$ cat src/rtl/reg_bank_pkg.sv
// -----------------------------------------------------------------------------
// reg_bank_pkg
//   Shared definitions for the general-purpose register bank.
//   - MODE_* : 3-bit write-operation encodings applied to the addressed register
//   - addr_width() : address width for a given register count (never below 1)
// -----------------------------------------------------------------------------
package reg_bank_pkg;

  localparam int MODE_W = 3;

  localparam logic [MODE_W-1:0] MODE_HOLD = 3'b000;  // keep value, keep flag
  localparam logic [MODE_W-1:0] MODE_LOAD = 3'b001;  // load d, flag cleared
  localparam logic [MODE_W-1:0] MODE_CLR  = 3'b010;  // clear, flag cleared
  localparam logic [MODE_W-1:0] MODE_INC  = 3'b011;  // +1, flag = carry
  localparam logic [MODE_W-1:0] MODE_DEC  = 3'b100;  // -1, flag = borrow
  localparam logic [MODE_W-1:0] MODE_SHL  = 3'b101;  // shift left, sin enters lsb
  localparam logic [MODE_W-1:0] MODE_SHR  = 3'b110;  // shift right, sin enters msb
  localparam logic [MODE_W-1:0] MODE_ROL  = 3'b111;  // rotate left

  // A single-register bank still needs a 1-bit address port.
  function automatic int addr_width(input int depth);
    return (depth > 1) ? $clog2(depth) : 1;
  endfunction

endpackage

$ cat src/rtl/reg_bank_next.sv
// -----------------------------------------------------------------------------
// reg_bank_next
//   Combinational next-value function for one register. Used both by the
//   write path and by the same-cycle read bypass so both always agree.
// Ports
//   r      in  WIDTH  current register value
//   d      in  WIDTH  load data
//   sin    in  1      serial-in bit for SHL/SHR
//   mode   in  3      operation select (MODE_* in reg_bank_pkg)
//   next   out WIDTH  value the register takes if written
//   c_out  out 1      carry/borrow/shifted-out bit produced by the operation
//   c_upd  out 1      1 when the operation updates the flag (all but HOLD)
// -----------------------------------------------------------------------------
module reg_bank_next
  import reg_bank_pkg::*;
#(
  parameter int WIDTH = 8
) (
  input  logic [WIDTH-1:0]  r,
  input  logic [WIDTH-1:0]  d,
  input  logic              sin,
  input  logic [MODE_W-1:0] mode,
  output logic [WIDTH-1:0]  next,
  output logic              c_out,
  output logic              c_upd
);

  localparam logic [WIDTH-1:0] ONE = WIDTH'(1);

  logic [WIDTH-1:0] shl_res;
  logic [WIDTH-1:0] shr_res;
  logic [WIDTH-1:0] rol_res;

  // A 1-bit register has no bits left to shift: shifts just take sin and a
  // rotate leaves the value as it is.
  if (WIDTH == 1) begin : g_w1
    assign shl_res = sin;
    assign shr_res = sin;
    assign rol_res = r;
  end else begin : g_wn
    assign shl_res = {r[WIDTH-2:0], sin};
    assign shr_res = {sin, r[WIDTH-1:1]};
    assign rol_res = {r[WIDTH-2:0], r[WIDTH-1]};
  end

  always_comb begin
    next  = r;
    c_out = 1'b0;
    c_upd = 1'b0;
    case (mode)
      MODE_LOAD: begin
        next  = d;
        c_upd = 1'b1;
      end
      MODE_CLR: begin
        next  = '0;
        c_upd = 1'b1;
      end
      MODE_INC: begin
        next  = r + ONE;
        c_out = &r;           // carry out only when wrapping from all-ones
        c_upd = 1'b1;
      end
      MODE_DEC: begin
        next  = r - ONE;
        c_out = ~|r;          // borrow only when wrapping from zero
        c_upd = 1'b1;
      end
      MODE_SHL: begin
        next  = shl_res;
        c_out = r[WIDTH-1];
        c_upd = 1'b1;
      end
      MODE_SHR: begin
        next  = shr_res;
        c_out = r[0];
        c_upd = 1'b1;
      end
      MODE_ROL: begin
        next  = rol_res;
        c_out = r[WIDTH-1];
        c_upd = 1'b1;
      end
      default: begin
        // MODE_HOLD: value and flag both unchanged
        next  = r;
        c_out = 1'b0;
        c_upd = 1'b0;
      end
    endcase
  end

endmodule

$ cat src/rtl/reg_bank.sv
// -----------------------------------------------------------------------------
// reg_bank
//   General-purpose CPU register set: DEPTH registers of WIDTH bits with one
//   write port (load/clear/inc/dec/shift/rotate) and two combinational read
//   ports feeding the ALU operand buses.
// Parameters
//   WIDTH      register width
//   DEPTH      number of registers (any value >= 1)
//   RESET_VAL  value every register takes on reset
//   BYPASS     1: a read port addressing the register being written shows the
//              value it is about to take, in the same cycle
// Ports
//   clk      in  1      rising-edge clock
//   rst      in  1      synchronous reset, active-high, overrides we
//   we       in  1      write enable
//   mode     in  3      write operation (MODE_* in reg_bank_pkg)
//   waddr    in  AW     write address
//   d        in  WIDTH  load data
//   sin      in  1      serial-in bit for shifts
//   raddr_a  in  AW     read address, port A
//   raddr_b  in  AW     read address, port B
//   q_a      out WIDTH  register at raddr_a (0 when out of range)
//   q_b      out WIDTH  register at raddr_b (0 when out of range)
//   zero_a   out 1      q_a == 0
//   flag_c   out 1      carry/borrow/shift-out of the last flag-producing write
// -----------------------------------------------------------------------------
module reg_bank
  import reg_bank_pkg::*;
#(
  parameter int               WIDTH     = 8,
  parameter int               DEPTH     = 4,
  parameter logic [WIDTH-1:0] RESET_VAL = '0,
  parameter bit               BYPASS    = 1'b0,
  localparam int              AW        = addr_width(DEPTH)
) (
  input  logic              clk,
  input  logic              rst,
  input  logic              we,
  input  logic [MODE_W-1:0] mode,
  input  logic [AW-1:0]     waddr,
  input  logic [WIDTH-1:0]  d,
  input  logic              sin,
  input  logic [AW-1:0]     raddr_a,
  input  logic [AW-1:0]     raddr_b,
  output logic [WIDTH-1:0]  q_a,
  output logic [WIDTH-1:0]  q_b,
  output logic              zero_a,
  output logic              flag_c
);

  logic [WIDTH-1:0] regs [DEPTH];

  logic [WIDTH-1:0] wr_cur;     // current value of the addressed register
  logic             wr_hit;     // waddr selects an existing register
  logic [WIDTH-1:0] wr_next;
  logic             wr_c_out;
  logic             wr_c_upd;
  logic [WIDTH-1:0] stored_a;
  logic [WIDTH-1:0] stored_b;
  logic             flag_c_reg;

  // Address decode and read muxes. Scanning only the implemented registers
  // makes out-of-range addresses fall through to 0 / no hit naturally.
  always_comb begin
    wr_cur   = '0;
    wr_hit   = 1'b0;
    stored_a = '0;
    stored_b = '0;
    for (int i = 0; i < DEPTH; i++) begin
      if (waddr == AW'(i)) begin
        wr_cur = regs[i];
        wr_hit = 1'b1;
      end
      if (raddr_a == AW'(i)) stored_a = regs[i];
      if (raddr_b == AW'(i)) stored_b = regs[i];
    end
  end

  reg_bank_next #(
    .WIDTH (WIDTH)
  ) u_next (
    .r     (wr_cur),
    .d     (d),
    .sin   (sin),
    .mode  (mode),
    .next  (wr_next),
    .c_out (wr_c_out),
    .c_upd (wr_c_upd)
  );

  // Storage: one register per entry, each with its own write select.
  for (genvar gi = 0; gi < DEPTH; gi++) begin : g_reg
    logic [WIDTH-1:0] val_reg;
    logic             sel;

    assign sel = we && (waddr == AW'(gi));

    always_ff @(posedge clk) begin
      if (rst) begin
        val_reg <= RESET_VAL;
      end else if (sel) begin
        val_reg <= wr_next;
      end
    end

    assign regs[gi] = val_reg;
  end

  // Out-of-range writes must not touch the flag either, hence wr_hit.
  always_ff @(posedge clk) begin
    if (rst) begin
      flag_c_reg <= 1'b0;
    end else if (we && wr_hit && wr_c_upd) begin
      flag_c_reg <= wr_c_out;
    end
  end

  assign flag_c = flag_c_reg;

  if (BYPASS) begin : g_bypass
    // wr_hit keeps an out-of-range write from leaking onto an
    // out-of-range read, which must read as 0.
    assign q_a = (we && wr_hit && (raddr_a == waddr)) ? wr_next : stored_a;
    assign q_b = (we && wr_hit && (raddr_b == waddr)) ? wr_next : stored_b;
  end else begin : g_direct
    assign q_a = stored_a;
    assign q_b = stored_b;
  end

  assign zero_a = ~|q_a;

endmodule

$ cat config.mk
export PLATFORM = sky130hd
export DESIGN_NAME = reg_bank
export DESIGN_NICKNAME = d
export VERILOG_FILES = /design/src/rtl/reg_bank_pkg.sv /design/src/rtl/reg_bank_next.sv /design/src/rtl/reg_bank.sv
export SDC_FILE = /design/constraint.sdc
export NUM_CORES = 1
export LEC_CHECK = 0
export CAP_MARGIN = 40
export CORE_ASPECT_RATIO = 1.25
export CORE_MARGIN = 2
export CORE_UTILIZATION = 40
export DETAILED_ROUTE_END_ITERATION = 10
export GPL_TIMING_DRIVEN = 0
export PLACE_DENSITY = 0.59
export RECOVER_POWER = 50
export SLEW_MARGIN = 10
export SYNTH_ARGS = -nofsm -noshare
export SYNTH_HDL_FRONTEND = slang
export SYNTH_SLANG_ARGS = --single-unit
$ cat constraint.sdc
create_clock -name clk -period 4.65 [get_ports clk]
set_input_delay 0.6975 -clock clk [delete_from_list [all_inputs] [get_ports clk]]
set_output_delay 0.6975 -clock clk [all_outputs]
set_load 0.005 [all_outputs]
After elaboration in Yosys (flattened, before gate mapping)
Index checks and enable logic that the tools add are counted.
{"block": "classes", "muxes": 19, "n_mul": 0, "add_sub_neg": 2, "div": 0, "bitwise_logic": 0, "n_eq_ne": 16, "reduce_logical": 16, "shift": 0, "order_cmp": 0}
{"cell": "8-bit 2-to-1 mux", "count": 12}
{"cell": "8-bit case mux with 7 select lines", "count": 1}
{"cell": "8-bit OR reduction", "count": 2}
{"cell": "2-bit equality test (second input constant)", "count": 6}
{"cell": "3-bit equality test (second input constant)", "count": 4}
{"cell": "8-bit by 1-bit adder with 8-bit output (second input constant)", "count": 1}
{"cell": "8-bit AND reduction", "count": 1}
{"cell": "8-bit by 1-bit subtractor with 8-bit output (second input constant)", "count": 1}
{"cell": "7-bit OR reduction", "count": 1}
{"cell": "2-bit by 1-bit equality test with 1-bit output (second input constant)", "count": 3}
{"cell": "3-bit by 2-bit equality test with 1-bit output (second input constant)", "count": 2}
{"cell": "1-bit logical AND", "count": 6}
{"cell": "2-bit zero test", "count": 3}
{"cell": "1-bit 2-to-1 mux", "count": 5}
{"cell": "1-bit case mux with 4 select lines", "count": 1}
{"cell": "3-bit by 1-bit equality test with 1-bit output (second input constant)", "count": 1}
{"cell": "1-bit zero test", "count": 2}
{"cell": "2-bit OR reduction", "count": 1}
{"block": "totals", "out_inout_bits": 18, "in_bits": 21, "mem_bits_rw": 0, "elab_cells": 58, "romBits": 0, "latchBits": 0, "regBits": 33, "memories": 0}

Longest topological paths before layout
Gate-level depths: netlist of run 1.
{"block": "logic_depth", "depth_word": 8, "mapped_depth": 10, "ltp_nobuf": 9}

Cells and area by module
Synthesis of run 1 repeated with hierarchy kept, for this count alone.
{"block": "hier_totals", "hier_cells": 263, "area_unflattened_um2": 2611.3}
{"mod": "reg_bank", "seq_area_each_um2": 660.6, "area_per_inst_um2": 1771.7, "instances": 1, "cells_per_inst": 145}
{"mod": "reg_bank_next", "seq_area_each_um2": 0.0, "area_per_inst_um2": 839.6, "instances": 1, "cells_per_inst": 118}

Worst setup path before layout of run 1
Ideal clock, no wire load.
{"block": "synth_path", "kind": "in2reg", "start": "in mode[2]", "end": "reg g_reg[0].val_reg[7]", "setup_slack_ns": 1.040, "required_ns": 4.494, "n_path_buf": 1, "path_stages": 10, "setup_ns": 0.156, "t_arrival_ns": 3.453, "cell_sequence": "clkbuf_1 inv_1 nor3_1 ha_1 a21o_1 a2111oi_0 a211oi_1 xor2_1 mux2i_1 a311oi_1"}
{"block": "synth_via", "elab_chain_len": 2, "word_cells_on_any_way": 8, "classes_between": "7 x eq/ne; 1 x mux"}
{"item": "start: declaration", "line_no": "reg_bank.sv:39", "rtl": "input logic [MODE_W-1:0] mode,"}
{"item": "3-bit equality test, or another cell as far along", "line_no": "reg_bank_next.sv:50", "rtl": "case (mode)"}
{"item": "8-bit case mux with 7 select lines (*)", "line_no": "reg_bank_next.sv:50"}
{"item": "end signal: assignment", "line_no": "reg_bank.sv:102", "rtl": "val_reg <= wr_next;"}
{"item": "end: declaration", "line_no": "reg_bank.sv:93", "rtl": "logic [WIDTH-1:0] val_reg;"}
Every way passes the cells marked *; elsewhere a longest branch is shown, timed or not.
A chain may end at the register's enable or synchronous reset.

Worst setup path in the final report of run 1
{"block": "layout_path", "start": "in mode[1]", "end": "reg g_reg[2].val_reg[7]"}
{"block": "layout_via", "elab_chain_len": 2, "word_cells_on_any_way": 8, "classes_between": "7 x eq/ne; 1 x mux"}
{"item": "3-bit equality test, or another cell as far along", "line_no": "reg_bank_next.sv:50"}
{"item": "8-bit case mux with 7 select lines (*)", "line_no": "reg_bank_next.sv:50"}
{"item": "end signal: assignment", "line_no": "reg_bank.sv:102"}
{"item": "end: declaration", "line_no": "reg_bank.sv:93"}
Marked as above.

==> results by group, run 1 <==
Outcome
  • Run status: completed

Floorplanning
  • Total die area: 7330 sq um
  • Overall die height: 95.2 microns
  • Placeable Area: 6480 sq um
  • Initial core utilization: 41.1%
  • Ports placed on the boundary: 39
  • Standard-cell row count: 33
  • Die W: 77.0 microns

Synthesis
  • Number of flops mapped to enable cells by yosys: 0
  • Asr flop ratio synth: 0%
  • Average cell area after synthesis: 9.21 sq um
  • Gate count after technology mapping: 289
  • Predominant post-synthesis flop cell: sky130_fd_sc_hd__dfxtp_1
  • Cell area after synthesis: 2660 sq um
  • Most frequent cell after synthesis: sky130_fd_sc_hd__dfxtp_1
  • Number of distinct library cells after synthesis: 58
  • Cell types occupying the most area after synthesis: sky130_fd_sc_hd__dfxtp_1 (25%), sky130_fd_sc_hd__mux4_2 (17%), sky130_fd_sc_hd__nand2_1 (4.1%), sky130_fd_sc_hd__mux4_1 (3.9%), sky130_fd_sc_hd__a21oi_1 (3.6%)
  • Commonest cells post-synth: sky130_fd_sc_hd__dfxtp_1 (33), sky130_fd_sc_hd__nand2_1 (29), sky130_fd_sc_hd__mux4_2 (20), sky130_fd_sc_hd__nor2_1 (20), sky130_fd_sc_hd__a21oi_1 (19)
  • Seq/Total Area, Yosys: 24.8%
  • Top cell type's share of synthesized area: 24.8%
  • Count of yosys warnings during synthesis: 0
  • Synth Register Bits: 33
  • Synthesized net count: 317
  • Synth area leader: sky130_fd_sc_hd__dfxtp_1

Cells and area
  • Largest register FFs: 32
  • Area growth from synthesis to layout: 18.1%
  • Final Core Density: 48.5%
  • Final antenna diode count: 0
  • Nets@finish: 353
  • Post-route cell area: 3140 sq um
  • Number of inserted filler cells in the final layout: 675
  • Layout cells sized above 1: 11.7%

Clocking
  • Cts bufs inserted: 5
  • Clock-pin slew reported for the worst setup and hold paths after clock tree synthesis: 0.06 ns
  • Clock latency of the later-clocked register in the worst-skew pair: 0.28 ns
  • H-tree depth: 2
  • Clock root cell: sky130_fd_sc_hd__clkbuf_8
  • Buffer levels on the longest clock path: 2
  • Number of hold-repair buffers added at the cts stage: 0
  • Post-CTS setup buffer count: 0
  • Number of sinks driven by the clock tree: 33
  • Number of instances resized during post-cts repair: 0
  • CTS tree: done

Timing
  • Final number of max-transition violations: 0
  • Setup TNS: 0 ns
  • RSZ-0062 raised after global routing: false
  • Final hold viol count: 0
  • Max-slew headroom: 45.8%
  • Maximum clock skew at final layout: 0.00623 ns
  • Part of the cycle the worst path needs: 84.7%
  • Min Clock Period, post-route: 3.94 ns
  • Worst-Margin Slew: 0.808 ns
  • Achievable frequency: 254 MHz
  • Final setup violation count: 0

Pwr
  • Max rail drop VDD: 0.000177 V
  • Standby leakage power: 1.14 nW
  • Power density over the cells: 216 nW/um^2

Setup path
  • Required @ worst endpoint: 4.78 ns
  • Family with the most delay on the worst path: compound AO/OA/AOI/OAI gates
  • Sum of buffers and inverters on the critical path: 1
  • Critical path, cell by cell: dlygate4sd3_1 > nor3_2 > ha_1 > a21o_1 > a2111oi_0 > a211oi_1 > xor2_1 > mux2i_1 > a311oi_1
  • Critical Path End Type: flip-flop
  • CP Class: primary input to flip-flop
  • Data arrival time of the critical path: 4.07 ns
  • Cell count of the worst reg-to-reg path: 8
  • Largest driver fanout on the critical path: 10
  • Delay of the slowest cell on the worst path: 0.66 ns
  • Register-to-register setup slack: 1.47 ns
  • Reg-to-Reg Start: g_reg[2].val_reg[4]
  • Slowest stage cell on the critical path: sky130_fd_sc_hd__nor3_2
  • Critical path startpoint category: primary input
  • FF-to-FF End: g_reg[2].val_reg[7]

Global routing
  • Via count of the first global-routing pass: 2,429
  • Global-route usage over all layers: 22.8%
  • Congestion Overflow GR: 0
  • Antenna violations before repair: 0
  • Met2 Resource Use GR: 38.5%
  • Layer with the highest usage: met2
  • Met3 Use GR: 2.84%
  • Maximum number of pins on one net before global-route repair: 11
  • Met1 usage in global routing: 29.7%
  • Global-route wire length before repair: 12,900 microns

Job
  • Number of maximum-capacitance violations: 0

Placed design
  • Number of I/O port buffers: 29
  • Routability cong.: 0.882
  • Total cell area at the placement stage: 3070 sq um
  • HPWL after detailed placement: 5920 microns

Detailed routing
  • Routed wire length: 7900 microns
  • Detail-routed net length per standard cell: 19.1 microns
  • Detailed Routing Iterations Pass 1: 5
  • Detailed-route via count: 2,568
  • Antenna-violating nets left: 0
  • Post-detailed-route via-to-cell ratio: 6.22
  • DRT iter0 DRCs: 89
  • Remaining routing DRC violations: 0

Min path
  • Hold-critical path depth: 2
  • HP Class: flip-flop to flip-flop
  • Hold Crit Endpoint: g_reg[2].val_reg[2]
  • Origin of the worst min-delay path: g_reg[2].val_reg[2]
[routing by layer]
metal / vias up / wire length, microns
met2: 110 / 3880
li1: 1199 / -
met5: - / 0
met4: 0 / 201
met3: 14 / 506
met1: 1245 / 3310
[placed cells by master (no fill, tap or decap), drive strengths merged, types with 3 or more instances in the layout]
cell type      count
nand2b             7
ha                 6
mux2i              4
dfxtp             33
nand3b            11
xnor2              3
or3                5
mux4              24
a311oi             5
a31oi              3
buf                6
a21o               4
clkbuf            26
clkdlybuf4s50     13
a211oi             7
o22ai              7
dlygate4sd3       16
o21ai             20
a2111oi            4
a21oi             19
nor2              20
nand2             29
and3               3
a32oi              3
and2               3
nor3               5
nand3              6
[how the worst max path moves through the flow]
stage,from,endpoint,slack [ns],cells past startpoint
2_1_floorplan,mode[2],g_reg[0].val_reg[7],1.04,10
3_3_place_gp,mode[1],g_reg[0].val_reg[7],0.12,9
3_5_place_dp,mode[1],g_reg[2].val_reg[7],0.53,9
4_1_cts,mode[1],g_reg[2].val_reg[7],0.83,9
5_1_grt,mode[1],g_reg[1].val_reg[7],0.42,9
6_report,mode[1],g_reg[2].val_reg[7],0.71,9
[per-stage QoR]
stage | instances | setup WS [ns] | total power, mW | hold WS, ns
global route | 413 | 0.417 | 0.712 | 0.520
detailed placement | 405 | 0.533 | 0.479 | 0.482
CTS | 413 | 0.826 | 0.686 | 0.490
global placement | 405 | 0.124 | 0.479 | 0.475
floorplan | 289 | 1.04 | 0.418 | 0.453
finish | 413 | 0.713 | 0.678 | 0.490
[area by class of cell]
| class | count | area, sq um | area share [%] |
|---|---|---|---|
| Multi-Input combinational cell | 230 | 1890 | 60.2 |
| Sequential cell | 33 | 661 | 21.0 |
| Timing Repair Buffer | 29 | 290 | 9.23 |
| Tap cell | 87 | 109 | 3.46 |
| Buffer | 24 | 104 | 3.30 |
| Clock buffer | 8 | 80.1 | 2.55 |
| Inverter | 2 | 7.51 | 0.239 |
[worst register-to-register path: cells and delay by family, from the launching register on]
kind / cells / cell delay (ns)
XOR/XNOR: 1 / 0.19
flip-flops: 1 / 0.34
multiplexers: 2 / 1.07
adder cells (fa/ha/maj): 1 / 0.41
AO/OA/AOI/OAI: 4 / 1.00
[power breakdown]
part	switching, mW	total [mW]	leakage [nW]	internal, mW
Combinational	0.0937	0.170	0.834	0.0767
Clock	0.101	0.207	0.0395	0.106
Sequential	0.00869	0.301	0.268	0.292
Total	0.203	0.678	1.14	0.475
[kinds of logic (layout without fill, tap and decap cells)]
| logic type | count (synthesis) | after routing | share of synthesized area, % |
|---|---|---|---|
| flip-flops | 33 | 33 | 24.8 |
| XOR/XNOR | 5 | 5 | 1.65 |
| buffers and inverters | 26 | 63 | 4.23 |
| AO/OA/AOI/OAI | 87 | 87 | 22.8 |
| multiplexers | 30 | 30 | 23.4 |
| adder cells (fa/ha/maj) | 7 | 7 | 3.57 |
| AND/OR/NAND/NOR | 101 | 101 | 19.6 |
(Power assumes the default switching activity.)
==> run 2, diff against run 1 <==
Clock period 4.65 ns to 4.1 ns, I/O delays scaled along.
==> run 2 against run 1 <==
  * Register-to-register slack lost 0.55 ns
  * Routed wire length is the same
  * Global-route usage is the same
  * Highest routed layer unchanged
  * Critical path depth is the same
  * Total power grew 13%
  * Core utilization is the same
  * Worst setup slack lost 0.34 ns
  * Design area is the same
  * Final cell count is the same
  * Non-clock buffer count is the same
  * Largest power group unchanged
  * Largest cell class unchanged
  * Count of clock-buffer cells in the layout is the same
==> results by group, run 2 (same netlist as run 1, synthesis figures left out) <==
Outcome
  • Run status: completed

Job
  • Number of maximum-capacitance violations: 0

Detailed routing
  • Detail-routed net length per standard cell: 19.1 microns
  • Highest routed metal layer: met4
  • Routed wire length: 7900 microns
  • DRT iter0 DRCs: 89
  • Detailed Routing Iterations Pass 1: 5
  • Post-detailed-route via-to-cell ratio: 6.22
  • Remaining routing DRC violations: 0
  • Total routed wire length on the met1 layer: 3310 microns
  • Detail Route met3 WL: 506 microns
  • Antenna-violating nets left: 0
  • Met2 WL post-DR: 3880 microns
  • Detailed-route via count: 2,568

Cells and area
  • Nets@finish: 353
  • Most frequent cells in the layout: sky130_fd_sc_hd__dfxtp_1 (33), sky130_fd_sc_hd__nand2_1 (29), sky130_fd_sc_hd__clkbuf_1 (21)
  • Number of inserted filler cells in the final layout: 675
  • Final antenna diode count: 0
  • Largest register FFs: 32
  • Commonest non-fill, non-tap cell in the layout: sky130_fd_sc_hd__dfxtp_1
  • Layout cells sized above 1: 11.7%
  • Area growth from synthesis to layout: 18.1%

Floorplanning
  • Overall die height: 95.2 microns
  • Ports placed on the boundary: 39
  • Total die area: 7330 sq um
  • Placeable Area: 6480 sq um
  • Standard-cell row count: 33
  • Initial core utilization: 41.1%
  • Die W: 77.0 microns

Clocking
  • Post-CTS setup buffer count: 0
  • Clock-pin slew reported for the worst setup and hold paths after clock tree synthesis: 0.06 ns
  • Clock latency of the later-clocked register in the worst-skew pair: 0.28 ns
  • Number of sinks driven by the clock tree: 33
  • Number of hold-repair buffers added at the cts stage: 0
  • Clock root cell: sky130_fd_sc_hd__clkbuf_8
  • Cts bufs inserted: 5
  • Number of instances resized during post-cts repair: 0
  • H-tree depth: 2
  • Buffer levels on the longest clock path: 2
  • CTS tree: done

Setup path
  • Family with the most delay on the worst path: compound AO/OA/AOI/OAI gates
  • Slowest stage cell on the critical path: sky130_fd_sc_hd__nor3_2
  • Sum of buffers and inverters on the critical path: 1
  • Critical path startpoint category: primary input
  • Required @ worst endpoint: 4.23 ns
  • Critical path, cell by cell: clkdlybuf4s50_1 > nor3_2 > ha_1 > a21o_1 > a2111oi_0 > a211oi_1 > xor2_1 > mux2i_1 > a311oi_1
  • Reg-to-Reg Start: g_reg[2].val_reg[4]
  • CP Class: primary input to flip-flop
  • Data arrival time of the critical path: 3.85 ns
  • Start point of the critical path: mode[1]
  • Delay of the slowest cell on the worst path: 0.67 ns
  • Critical Path End Type: flip-flop
  • Largest driver fanout on the critical path: 10

Timing
  • Final hold viol count: 0
  • Final setup violation count: 0
  • Min Clock Period, post-route: 3.72 ns
  • Achievable frequency: 268 MHz
  • Max-slew headroom: 45.8%
  • RSZ-0062 raised after global routing: false
  • Maximum clock skew at final layout: 0.00623 ns
  • Hold Slack: 0.490 ns
  • Part of the cycle the worst path needs: 90.9%
  • Worst-Margin Slew: 0.808 ns
  • PnR worst setup slack: 0.375 ns
  • Final number of max-transition violations: 0

Pwr
  • Power share of the clock group: 30.5%
  • Standby leakage power: 1.14 nW
  • Net switching share of the total power: 30.0%
  • Cell-internal power: 539 uW
  • Power density over the cells: 245 nW/um^2
  • Power share of the sequential group: 44.3%
  • Max rail drop VDD: 0.000200 V
  • Part of the power in combinational logic: 25.1%
  • Net switching power of the design: 230 uW

Placed design
  • Place WS: 0.0660 ns
  • Routability cong.: 0.882
  • Number of I/O port buffers: 29
  • HPWL after detailed placement: 5920 microns

Min path
  • HP Class: flip-flop to flip-flop
  • Origin of the worst min-delay path: g_reg[2].val_reg[2]

Global routing
  • Congestion Overflow GR: 0
  • Global-route usage over all layers: 22.8%
  • Via count of the first global-routing pass: 2,429
  • Global-route wire length before repair: 12,900 microns
  • Maximum number of pins on one net before global-route repair: 11
  • Antenna violations before repair: 0
## run 2: changes by cell type in the layout (fill, tap and decap cells not counted)
cell                              change
sky130_fd_sc_hd__clkdlybuf4s50_1      +1
sky130_fd_sc_hd__dlygate4sd3_1        -1
## run 2: worst paths after layout
path | to | slack, ns | depth (start not counted)
max reg2reg | g_reg[2].val_reg[7] | 0.92 | 8
min reg2reg | g_reg[2].val_reg[2] | 0.49 | 2
max | g_reg[2].val_reg[7] | 0.38 | 9
min | g_reg[2].val_reg[2] | 0.49 | 2
## run 2: power by group through the flow
stage                     Clock (mW)  Combinational (mW)  Sequential, mW
final                          0.235               0.193           0.341
after global routing           0.254               0.211           0.342
after CTS                      0.240               0.196           0.341
after detailed placement           0               0.196           0.348
after global placement             0               0.195           0.348
after floorplan                    0               0.130           0.345
## run 2: through the flow
step           instance area [sq um]  cells  total power [mW]  utilization [%]  setup TNS (ns)
4_1_cts                         3150    413             0.778             48.6               0
6_report                        3140    413             0.769             48.5               0
3_3_place_gp                    3060    405             0.543             47.2           -1.30
3_5_place_dp                    3070    405             0.544             47.4               0
2_1_floorplan                   2660    289             0.474                -               0
5_1_grt                         3140    413             0.808             48.5               0
## run 2: routing by layer
| metal | GRT usage [%] | up-vias |
|---|---|---|
| met5 | 0 | - |
| met4 | 9.09 | 0 |
| met3 | 2.84 | 14 |
| met2 | 38.5 | 110 |
| met1 | 29.7 | 1245 |
| li1 | - | 1199 |
## run 2: layout make-up
| cell class | count | area [sq um] | share of cell area, % |
|---|---|---|---|
| buffer | 24 | 104 | 3.30 |
| clock buffer | 8 | 80.1 | 2.55 |
| inverter | 2 | 7.51 | 0.239 |
| multi-input combinational | 230 | 1890 | 60.2 |
| sequential | 33 | 661 | 21.0 |
| tap | 87 | 109 | 3.46 |
| timing repair buffer | 29 | 290 | 9.23 |
## run 2: worst register-to-register path: stages, from the launching register on
cell,delay [ns]
sky130_fd_sc_hd__dfxtp_1,0.34
sky130_fd_sc_hd__mux4_2,0.57
sky130_fd_sc_hd__ha_1,0.41
sky130_fd_sc_hd__a21o_1,0.23
sky130_fd_sc_hd__a2111oi_0,0.44
sky130_fd_sc_hd__a211oi_1,0.17
sky130_fd_sc_hd__xor2_1,0.19
sky130_fd_sc_hd__mux2i_1,0.50
sky130_fd_sc_hd__a311oi_1,0.16
==> run 3, diff against run 2 <==
Settings changed: SLEW_MARGIN 10 to 20.
==> run 3 against run 2 <==
  * Hold slack lost 0.0043 ns
  * Sequential share of layout area hardly changed
  * Combinational power is essentially flat
  * Highest routed layer unchanged
  * First-iteration DRC count is 1.1% higher
==> results by group, run 3 (same netlist as run 1, synthesis figures left out) <==
Global routing
  • Global-route wire length before repair: 12,900 microns
  • Antenna violations before repair: 0
  • Global-route usage over all layers: 22.8%
  • Congestion Overflow GR: 0
  • Via count of the first global-routing pass: 2,429
  • Maximum number of pins on one net before global-route repair: 11

Pwr
  • Max rail drop VDD: 0.000201 V
  • Standby leakage power: 1.14 nW
  • Power density over the cells: 245 nW/um^2

Cells and area
  • Final antenna diode count: 0
  • Layout cells sized above 1: 11.6%
  • Fin cells: 414
  • Most frequent cells in the layout: sky130_fd_sc_hd__dfxtp_1 (33), sky130_fd_sc_hd__nand2_1 (29), sky130_fd_sc_hd__clkbuf_1 (22)
  • Area growth from synthesis to layout: 18.3%
  • Largest register FFs: 32
  • Nets@finish: 354
  • Final Core Density: 48.6%
  • Commonest non-fill, non-tap cell in the layout: sky130_fd_sc_hd__dfxtp_1

Setup path
  • Register-to-register setup slack: 0.91 ns
  • Cell count of the worst reg-to-reg path: 8
  • Required @ worst endpoint: 4.23 ns
  • Critical path startpoint category: primary input
  • Largest driver fanout on the critical path: 10
  • Reg-to-Reg Start: g_reg[3].val_reg[4]
  • Critical Path End Type: flip-flop
  • Data arrival time of the critical path: 3.86 ns
  • CP Class: primary input to flip-flop
  • FF-to-FF End: g_reg[2].val_reg[7]

Clocking
  • Clock root cell: sky130_fd_sc_hd__clkbuf_8
  • Post-CTS setup buffer count: 0
  • Buffer levels on the longest clock path: 2
  • Number of sinks driven by the clock tree: 33
  • Cts bufs inserted: 5
  • CTS tree: done
  • Number of instances resized during post-cts repair: 0
  • Clock-pin slew reported for the worst setup and hold paths after clock tree synthesis: 0.06 ns
  • Number of hold-repair buffers added at the cts stage: 0
  • Clock latency of the later-clocked register in the worst-skew pair: 0.28 ns
  • H-tree depth: 2

Floorplanning
  • Placeable Area: 6480 sq um
  • Total die area: 7330 sq um
  • Initial core utilization: 41.1%
  • Overall die height: 95.2 microns
  • Die W: 77.0 microns
  • Standard-cell row count: 33
  • Ports placed on the boundary: 39

Min path
  • Hold-critical path depth: 2
  • Hold Crit Endpoint: g_reg[2].val_reg[2]
  • HP Class: flip-flop to flip-flop
  • Origin of the worst min-delay path: g_reg[2].val_reg[2]

Timing
  • Min Clock Period, post-route: 3.73 ns
  • Maximum clock skew at final layout: 0.00648 ns
  • Final number of max-transition violations: 0
  • Setup TNS: 0 ns
  • Achievable frequency: 268 MHz
  • Part of the cycle the worst path needs: 91.0%
  • Max-slew headroom: 45.5%
  • Final setup violation count: 0
  • RSZ-0062 raised after global routing: false
  • Final hold viol count: 0
  • Worst-Margin Slew: 0.813 ns
  • Hold Slack: 0.485 ns

Placed design
  • Number of I/O port buffers: 29
  • Number of cells in the design after placement: 405
  • HPWL after detailed placement: 5920 microns
  • Routability cong.: 0.882

Detailed routing
  • Routed wire length: 7910 microns
  • Detailed-route via count: 2,555
  • Detail-routed net length per standard cell: 19.1 microns
  • DRT iter0 DRCs: 90
  • Antenna-violating nets left: 0
  • Remaining routing DRC violations: 0
  • Detailed Routing Iterations Pass 1: 4
  • Post-detailed-route via-to-cell ratio: 6.17

Outcome
  • Run status: completed

Job
  • Number of maximum-capacitance violations: 0
[run 3: routing by layer]
metal  track usage [%]  up-vias  wire (microns)
met4              9.09        0             177
li1                  -     1202               -
met1              29.7     1246            3280
met2              38.5       97            3970
met5                 0        -               0
met3              2.84       10             483
[run 3: worst max-delay path by stage]
stage	start	to	slack, ns	depth (start not counted)
after floorplan	mode[2]	g_reg[0].val_reg[7]	0.57	10
after global placement	mode[1]	g_reg[0].val_reg[7]	-0.34	9
after detailed placement	mode[1]	g_reg[2].val_reg[7]	0.07	9
after CTS	mode[1]	g_reg[2].val_reg[7]	0.36	9
after global routing	mode[1]	g_reg[1].val_reg[7]	0.08	9
final	mode[1]	g_reg[2].val_reg[7]	0.37	9
[run 3: worst max-delay path: stages]
cell	delay [ns]
sky130_fd_sc_hd__clkdlybuf4s50_1	0.43
sky130_fd_sc_hd__nor3_2	0.67
sky130_fd_sc_hd__ha_1	0.44
sky130_fd_sc_hd__a21o_1	0.23
sky130_fd_sc_hd__a2111oi_0	0.44
sky130_fd_sc_hd__a211oi_1	0.17
sky130_fd_sc_hd__xor2_1	0.20
sky130_fd_sc_hd__mux2i_1	0.49
sky130_fd_sc_hd__a311oi_1	0.16
[run 3: area by class of cell]
type / count / area (sq um)
plain buffers: 24 / 104
clock buffers: 8 / 80.1
fillers: 677 / 3330
inverters: 2 / 7.51
multi-input cells: 230 / 1890
flip-flops and latches: 33 / 661
well taps: 87 / 109
repair buffers: 30 / 294
[run 3: power by group]
group	switching [mW]	internal (mW)	leakage (nW)
Clock	0.116	0.121	0.0395
Combinational	0.106	0.0874	0.835
Sequential	0.00982	0.331	0.268
[run 3: stage by stage]
stage          setup WS (ns)  power (mW)  instance area, sq um
2_1_floorplan          0.573       0.474                  2660
3_3_place_gp          -0.344       0.543                  3060
3_5_place_dp          0.0660       0.544                  3070
4_1_cts                0.359       0.778                  3150
5_1_grt               0.0752       0.808                  3150
6_report               0.369       0.771                  3150
